===== src/rtl/hybrid_pkg.sv =====
// hybrid_pkg: types and constants shared by the hybrid (tournament) branch
// predictor blocks. Meta encoding: USE_GLOBAL/USE_LOCAL is the value of the
// meta predictor's choice bit. entry_t is the default-width queue entry;
// pred_flags_t is the width-independent part, reused by parameterised blocks.
package hybrid_pkg;

    localparam int DEF_DEPTH  = 4;
    localparam int DEF_ADDR_W = 32;

    localparam logic USE_GLOBAL = 1'b1;
    localparam logic USE_LOCAL  = 1'b0;

    typedef struct packed {
        logic g_taken;
        logic l_taken;
        logic use_global;
        logic pred_taken;
    } pred_flags_t;

    typedef struct packed {
        logic [DEF_ADDR_W-1:0] addr;
        logic                  g_taken;
        logic                  l_taken;
        logic                  use_global;
        logic                  pred_taken;
    } entry_t;

    function automatic logic select_dir(logic use_global, logic g_taken, logic l_taken);
        return (use_global == USE_GLOBAL) ? g_taken : l_taken;
    endfunction

endpackage


===== src/rtl/pred_fifo.sv =====
// pred_fifo: circular buffer of in-flight predictions.
// Ports: CLK/RESET (async active-low), push_i/din_i enqueue, pop_i dequeues
// the head (head_o is the current head, valid while count_o != 0), flush_i
// empties the queue after this cycle's pop and cancels a same-cycle push.
// count_o/full_o are registered occupancy. Full/empty come from the count,
// so the pointers are free to wrap and may be equal in both cases.
module pred_fifo #(
    parameter int DEPTH = 4,
    parameter int W     = 8
) (
    input  logic                     CLK,
    input  logic                     RESET,
    input  logic                     push_i,
    input  logic                     pop_i,
    input  logic                     flush_i,
    input  logic [W-1:0]             din_i,
    output logic [W-1:0]             head_o,
    output logic [$clog2(DEPTH):0]   count_o,
    output logic                     full_o
);
    localparam int AW = $clog2(DEPTH);
    localparam int CW = AW + 1;

    logic [W-1:0]  mem_q [DEPTH];
    logic [AW-1:0] wptr_q, wptr_d, rptr_q, rptr_d;
    logic [CW-1:0] count_q, count_d;
    logic          do_push, do_pop;

    assign full_o  = (count_q == CW'(DEPTH));
    assign do_pop  = pop_i && (count_q != '0);
    // A pop in the same cycle frees the slot, so a push into a full queue is legal then.
    assign do_push = push_i && !flush_i && (!full_o || do_pop);

    always_comb begin
        rptr_d  = rptr_q + AW'(do_pop);
        wptr_d  = wptr_q + AW'(do_push);
        count_d = count_q + CW'(do_push) - CW'(do_pop);
        if (flush_i) begin
            // Everything behind the popped head is discarded.
            wptr_d  = rptr_d;
            count_d = '0;
        end
    end

    always_ff @(posedge CLK or negedge RESET) begin
        if (!RESET) begin
            wptr_q  <= '0;
            rptr_q  <= '0;
            count_q <= '0;
        end else begin
            wptr_q  <= wptr_d;
            rptr_q  <= rptr_d;
            count_q <= count_d;
        end
    end

    always_ff @(posedge CLK) begin
        if (do_push) mem_q[wptr_q] <= din_i;
    end

    assign head_o  = mem_q[rptr_q];
    assign count_o = count_q;

endmodule


===== src/rtl/hybrid_pred_tracker.sv =====
// hybrid_pred_tracker: selects the final branch direction from global/local
// predictions via the meta choice, queues each prediction in order until it
// resolves, then pulses registered update outputs for the global/local and
// meta tables. A mispredicting resolve flushes every younger entry.
// Ports: CLK/RESET (async active-low); predict side Pred_valid, Pred_addr,
// Use_global, Global_taken, Local_taken -> Pred_taken (combinational), Full;
// resolve side Resolve_valid, Resolve_taken -> Upd_*, Meta_upd_*, Mispredict
// (one-cycle pulses); status Count, sticky Overflow/Underflow.
module hybrid_pred_tracker
    import hybrid_pkg::*;
#(
    parameter int DEPTH  = DEF_DEPTH,
    parameter int ADDR_W = DEF_ADDR_W
) (
    input  logic                   CLK,
    input  logic                   RESET,
    input  logic                   Pred_valid,
    input  logic [ADDR_W-1:0]      Pred_addr,
    input  logic                   Use_global,
    input  logic                   Global_taken,
    input  logic                   Local_taken,
    output logic                   Pred_taken,
    output logic                   Full,
    input  logic                   Resolve_valid,
    input  logic                   Resolve_taken,
    output logic                   Upd_valid,
    output logic [ADDR_W-1:0]      Upd_addr,
    output logic                   Upd_taken,
    output logic                   Meta_upd_valid,
    output logic                   Meta_upd_global,
    output logic                   Mispredict,
    output logic [$clog2(DEPTH):0] Count,
    output logic                   Overflow,
    output logic                   Underflow
);
    typedef struct packed {
        logic [ADDR_W-1:0] addr;
        pred_flags_t       f;
    } slot_t;

    slot_t enq, head;
    logic  pop, mis, disagree;

    logic              upd_valid_q, upd_taken_q, meta_valid_q, meta_global_q, mis_q;
    logic [ADDR_W-1:0] upd_addr_q;
    logic              overflow_q, overflow_d, underflow_q, underflow_d;

    assign Pred_taken = select_dir(Use_global, Global_taken, Local_taken);

    always_comb begin
        enq.addr         = Pred_addr;
        enq.f.g_taken    = Global_taken;
        enq.f.l_taken    = Local_taken;
        enq.f.use_global = Use_global;
        enq.f.pred_taken = Pred_taken;
    end

    assign pop      = Resolve_valid && (Count != '0);
    assign mis      = pop && (head.f.pred_taken != Resolve_taken);
    assign disagree = head.f.g_taken != head.f.l_taken;

    pred_fifo #(.DEPTH(DEPTH), .W($bits(slot_t))) u_fifo (
        .CLK     (CLK),
        .RESET   (RESET),
        .push_i  (Pred_valid),
        .pop_i   (pop),
        .flush_i (mis),
        .din_i   (enq),
        .head_o  (head),
        .count_o (Count),
        .full_o  (Full)
    );

    assign overflow_d  = overflow_q  || (Pred_valid && Full && !pop);
    assign underflow_d = underflow_q || (Resolve_valid && !pop);

    always_ff @(posedge CLK or negedge RESET) begin
        if (!RESET) begin
            upd_valid_q   <= 1'b0;
            upd_addr_q    <= '0;
            upd_taken_q   <= 1'b0;
            meta_valid_q  <= 1'b0;
            meta_global_q <= 1'b0;
            mis_q         <= 1'b0;
            overflow_q    <= 1'b0;
            underflow_q   <= 1'b0;
        end else begin
            upd_valid_q   <= pop;
            if (pop) upd_addr_q <= head.addr;
            upd_taken_q   <= pop && Resolve_taken;
            meta_valid_q  <= pop && disagree;
            meta_global_q <= pop && disagree && (head.f.g_taken == Resolve_taken);
            mis_q         <= mis;
            overflow_q    <= overflow_d;
            underflow_q   <= underflow_d;
        end
    end

    assign Upd_valid       = upd_valid_q;
    assign Upd_addr        = upd_addr_q;
    assign Upd_taken       = upd_taken_q;
    assign Meta_upd_valid  = meta_valid_q;
    assign Meta_upd_global = meta_global_q;
    assign Mispredict      = mis_q;
    assign Overflow        = overflow_q;
    assign Underflow       = underflow_q;

endmodule


===== config.mk =====
export PLATFORM = sky130hd
export DESIGN_NAME = hybrid_pred_tracker
export DESIGN_NICKNAME = d
export VERILOG_FILES = /design/src/rtl/hybrid_pkg.sv /design/src/rtl/pred_fifo.sv /design/src/rtl/hybrid_pred_tracker.sv
export SDC_FILE = /design/constraint.sdc
export NUM_CORES = 1
export LEC_CHECK = 0
export BUFFER_PORTS_ARGS = -buffer_cell sky130_fd_sc_hd__buf_4
export CAP_MARGIN = 20
export CORE_MARGIN = 5
export CORE_UTILIZATION = 52
export DETAILED_ROUTE_END_ITERATION = 10
export PLACE_DENSITY = 0.75
export REMOVE_ABC_BUFFERS = 1
export SLEW_MARGIN = 20
export SYNTH_ARGS = -nofsm -noshare
export SYNTH_HDL_FRONTEND = slang
export SYNTH_SLANG_ARGS = --single-unit

===== constraint.sdc =====
create_clock -name CLK -period 4.2 [get_ports CLK]
set_clock_uncertainty 0.15 [all_clocks]
set_input_delay 0.63 -clock CLK [delete_from_list [all_inputs] [get_ports CLK]]
set_output_delay 0.63 -clock CLK [all_outputs]
set_load 0.05 [all_outputs]

# [Word level (Yosys, flattened, before mapping)]
# Memory sizes are Yosys's and may differ from the RTL's.
# Cells that the tools add are included.
[word_totals] register_bits=46 input_bits=40 ramBits=144 n_memories=1 out_inout_bits=44
[mem_list] name="u_fifo.mem_q" words=4 width=36 rd=1 rd_ports_with_merged_regs=0 wr=1 line_no="pred_fifo.sv:24" text="logic [W-1:0] mem_q [DEPTH];"
[classes] reduce_logical=18 muxes=5 n_addsub=4 n_eq_ne=4
[op_table] operator="1-bit logical AND" count=11
[op_table] operator="2-bit by 1-bit adder with 2-bit output" count=2
[op_table] operator="3-bit by 1-bit adder with 3-bit output" count=1
[op_table] operator="3-bit == test, second input constant" count=1
[op_table] operator="1-bit zero test" count=3
[op_table] operator="1-bit logical OR" count=3
[op_table] operator="1-bit two-way mux" count=3
[op_table] operator="3-bit two-way mux" count=1
[op_table] operator="3-bit nonzero test" count=1
[op_table] operator="3-bit by 1-bit subtractor with 3-bit output" count=1
[op_table] operator="2-bit two-way mux" count=1
[op_table] operator="1-bit inequality test" count=2
[op_table] operator="1-bit == test" count=1

# [Logic depth before layout (Yosys ltp)]
[depth] ltp_word=9 ltp_mapped=13 ltp_nobuf=11

# [Modules after synthesis]
# Synthesis repeated with hierarchy kept, for this count alone.
[hier_totals] hier_cells=313 hier_area_um2=7123.1
[by_module_without_submodules] module="pred_fifo" area_each_um2=5639.2 cells_per_inst=223 n_inst=1
[by_module_without_submodules] module="hybrid_pred_tracker" area_each_um2=1483.9 cells_per_inst=90 n_inst=1

# [Worst setup path before layout]
# OpenSTA, ideal clock, no wires.
[synth_timing] kind="reg2reg" startpoint="reg u_fifo.count_q[1] (netlist: u_fifo.count_o[1])" endpoint="mem u_fifo.mem_q[1][0] (netlist bit), enable pin" path_slack_ns=-0.567 t_arrival_ns=4.139 n_path_buf=0 path_stages_with_launch=5 required_ns=3.572 synth_period_minus_slack_ns=4.767 setup_ns=0.478 path_cell_list="dfrtp_1 -> nor3b_1 -> a21boi_0 -> o21ai_2 -> nor3b_1"
[synth_between] word_cells_on_any_way=12 cone_classes="eq/ne (1); mux (2); reduce/logical (9)"
[synth_rtl] item="start: declaration" line_no="pred_fifo.sv:26" text="logic [CW-1:0] count_q, count_d;"
[synth_rtl] item="start signal: assignment" line_no="pred_fifo.sv:53" text="count_q <= count_d;"
[synth_rtl] item="3-bit == test" line_no="pred_fifo.sv:29" text="assign full_o = (count_q == CW'(DEPTH));"
[synth_rtl] item="named net Full" line_no="hybrid_pred_tracker.sv:23" text="output logic Full,"
[synth_rtl] item="1-bit zero test" line_no="pred_fifo.sv:32" text="assign do_push = push_i && !flush_i && (!full_o || do_pop);"
[synth_rtl] item="1-bit logical OR" line_no="pred_fifo.sv:32"
[synth_rtl] item="1-bit logical AND" line_no="pred_fifo.sv:32"
[synth_rtl] item="1-bit two-way mux" line_no="pred_fifo.sv:58" text="if (do_push) mem_q[wptr_q] <= din_i;"
[synth_rtl] item="1-bit two-way mux (implied by the code)" line_no="pred_fifo.sv:58"
[synth_rtl] item="end: declaration" line_no="pred_fifo.sv:24"
# The timed path passes the listed nets, and every way through them passes these cells.

# [Final worst setup path]
[layout_timing] startpoint="reg u_fifo.count_q[1] (netlist: u_fifo.count_o[1])" endpoint="reg u_fifo.count_q[2] (netlist: u_fifo.count_o[2])"
[layout_between] elab_chain_cells=9 word_cells_on_any_way=13 cone_classes="add/sub (2); eq/ne (1); mux (1); reduce/logical (9)"
[layout_rtl] item="3-bit nonzero test" line_no="pred_fifo.sv:30, hybrid_pred_tracker.sv:58"
[layout_rtl] item="1-bit logical AND" line_no="hybrid_pred_tracker.sv:58" text="assign pop = Resolve_valid && (Count != '0);"
[layout_rtl] item="1-bit logical AND" line_no="hybrid_pred_tracker.sv:59" text="assign mis = pop && (head.f.pred_taken != Resolve_taken);"
[layout_rtl] item="1-bit zero test" line_no="pred_fifo.sv:32"
[layout_rtl] item="1-bit logical AND (2 in series)" line_no="pred_fifo.sv:32"
[layout_rtl] item="3-bit by 1-bit adder with 3-bit output" line_no="pred_fifo.sv:37" text="count_d = count_q + CW'(do_push) - CW'(do_pop);"
[layout_rtl] item="3-bit by 1-bit subtractor with 3-bit output" line_no="pred_fifo.sv:37"
[layout_rtl] item="3-bit two-way mux (*)" line_no="pred_fifo.sv:38" text="if (flush_i) begin"
[layout_rtl] item="named net u_fifo.count_d[2]" line_no="pred_fifo.sv:26"
# Mark *: on every way through the listed nets, which the timed path passes. The rest lies on a longest branch.
# A chain may end at the register's enable or synchronous reset.

==> reports/metrics.cfg <==
[clock_network]
cts_resized = 0
h-tree-depth = 4
clock_latency_ns = 0.43
cts_setup_buffers = 0
clk_pin_slew_ns = 0.06
root_buffer = clkbuf_16
cts_hold_buf = 0
cts_sinks = 186
cts_made_buffers = 17
cts_tree = built
clock_path_buffers = 2

[die]
io_pins = 84
core_um2 = 13140
rows = 42
die_y_um = 125.2
die-area_um2 = 15690
fp.dieW_um = 125.2
start_util_pct = 52.57

[logic_synthesis]
ys_seq_area_share_pct = 77.54
ys_warn_count = 0
syn_avg_cell_area_um2 = 18.47
ys_ff_latch = 186
syn_area_um2 = 6907
synthCells = 374
ys_types = 31

[layout]
final_nets = 515
fill_cells = 956
drive_gt1_share_pct = 34.58
register_area_um2 = 5358
final_cell_mix = edfxtp_1 (140), nand2_1 (97), buf_4 (92), dfrtp_1 (44), mux4_2 (35)
multi_input_area_um2 = 1480
antenna_cells = 0
stdcell_area_um2 = 8368
syn2layout_area_growth_pct = 21.16
final_common_cell = edfxtp_1

[sta]
maxSlewViolCount = 0
layout_setup_ws_ns = 1.262
finalCritPeriodShare_pct = 69.95
setup_violations = 0
rsz0062_at_grt = false
whs_ns = 0.06811
tightest_slew_ns = 0.6957
fin_crit_ns = 2.938
finalHoldViolations = 0
max_freq_mhz = 340.4
slew-limit-headroom_pct = 53.62

[worst_setup_path]
crit_top_cell = inv_1
endpoint_kind = flop
path_buf_inv = 3
crit_chain = nor3_1 -> nand2b_2 -> inv_1 -> ha_1 -> inv_1 -> ha_1 -> inv_1 -> fa_1 -> xor2_1 -> xnor2_1 -> nor2_1
path_class = flop to flop
path_max_fanout = 24
critPathMaxStageDelay_ns = 0.57
r2r_start = u_fifo.count_o[1]
worstPathArrival_ns = 3.10
crit_path_top_delay_cell = nand2b_2
cp_top_family = simple AND/OR/NAND/NOR gates
cp.required_ns = 4.36
critical_path.startpoint = u_fifo.count_o[1]
cp-start-kind = flop

[flow_run]
cap_violations = 0

[power]
finalPower_mw = 6.645
power_leakage_nw = 3.230
irDropWorstVdd_v = 0.0003213
power_per_cell_area_nw_per_um2 = 794.1

[global_route]
antenna_found_initial = 0
grt_pass1_vias = 3666
grt_usage_pct = 17.18
grt_pass1_wl_um = 19950
grt_max_degree = 47
gr-total-overflow = 0

[placement]
port_buffers = 83
gp_congestion = 0.7351
dpl.hpwl_um = 7323
pre_cts_ws_ns = 1.246
place_area_um2 = 7775

[detailed_routing]
wirelength_um = 12710
wl_per_cell_um = 19.29
first_iter_violations = 202
drc = 0
ant_nets = 0
vias_per_cell = 5.344
first_pass_iters = 4
vias = 3522

[outcome]
status = complete, no violations

[hold_path]
hp-class = input port to asynchronous set/reset pin

==> area by class of cell <==
class | instances | share of cell area [%]
inverter | 7 | 0.3140
clock inverter | 7 | 1.406
sequential | 186 | 64.03
tap | 176 | 2.632
clock buffer | 25 | 5.682
timing repair buffer | 92 | 8.254
multi-input combinational | 166 | 17.69
==> worst paths after layout <==
kind | end | slack (ns) | depth (start not counted)
worst max-delay path | u_fifo.count_o[2] | 1.26 | 11
worst min-delay path | Upd_addr[22] | 0.07 | 1
worst max register to register | u_fifo.count_o[2] | 1.26 | 11
worst min register to register | Underflow | 0.31 | 1
max in group asynchronous | u_fifo.rptr_q[1] | 3.38 | 1
min in group CLK | u_fifo.mem_q[0][26] | 0.25 | 1
==> power breakdown <==
part / total (mW) / leakage (nW) / internal [mW] / switching [mW]
clock network: 1.59 / 0.278 / 0.967 / 0.627
logic: 2.37 / 1.12 / 0.863 / 1.50
registers: 2.68 / 1.84 / 2.49 / 0.199
total: 6.65 / 3.23 / 4.32 / 2.33
==> synthesized netlist by cell type <==
master | n | area share, %
edfxtp_1 | 140 | 61
nand2_1 | 97 | 5.3
dfrtp_1 | 46 | 17
mux4_2 | 35 | 11
clkbuf_1 | 6 | 0.33
inv_1 | 6 | 0.33
buf_2 | 5 | 0.36
ha_1 | 4 | 0.72
nor2_1 | 4 | 0.22
buf_1 | 3 | 0.16
nor3b_1 | 3 | 0.33
xor2_1 | 3 | 0.38
mux2_4 | 2 | 0.43
nor3_1 | 2 | 0.14
xnor2_1 | 2 | 0.25
a21boi_0 | 1 | 0.11
a21o_1 | 1 | 0.11
a21oi_1 | 1 | 0.072
a31o_2 | 1 | 0.13
and2_1 | 1 | 0.091
buf_6 | 1 | 0.16
clkinv_1 | 1 | 0.054
fa_1 | 1 | 0.29
mux2_2 | 1 | 0.16
nand2b_1 | 1 | 0.091
nand3b_1 | 1 | 0.11
nor2_4 | 1 | 0.16
nor2b_1 | 1 | 0.091
o21ai_2 | 1 | 0.13
or3b_1 | 1 | 0.13
xnor2_2 | 1 | 0.24
==> stage by stage <==
step	TNS (ns)	std cells	utilization (%)
floorplan	-177.52	359	-
finish	0	659	63.70
global route	0	659	63.70
detailed placement	0	627	59.18
global placement	0	627	59.18
CTS	0	659	63.70
==> cell families (layout without fill, tap and decap cells) <==
kind of cell | count (synthesis) | after routing | share of synthesized area, %
xor+xnor | 6 | 6 | 0.8697
flops | 186 | 186 | 77.54
compound gates | 5 | 5 | 0.5435
mux | 38 | 38 | 12.01
simple gates | 112 | 112 | 6.631
fa+ha+maj | 5 | 5 | 1.015
buf+inv | 22 | 131 | 1.395
==> registers in the layout (all words and copies together), names as in the netlist, 2 cells and up <==
register / cells
u_fifo.mem_q: 140
Upd_addr: 32
u_fifo.count_o: 3
u_fifo.rptr_q: 2
u_fifo.wptr_q: 2
==> layer usage <==
layer,track usage [%],vias up,routed length [um]
li1,-,1581,-
met5,0,-,0
met1,22.22,1805,5296
met3,5.800,15,783
met2,27.55,121,6461
met4,6.122,0,172
(Power assumes the default switching activity.)
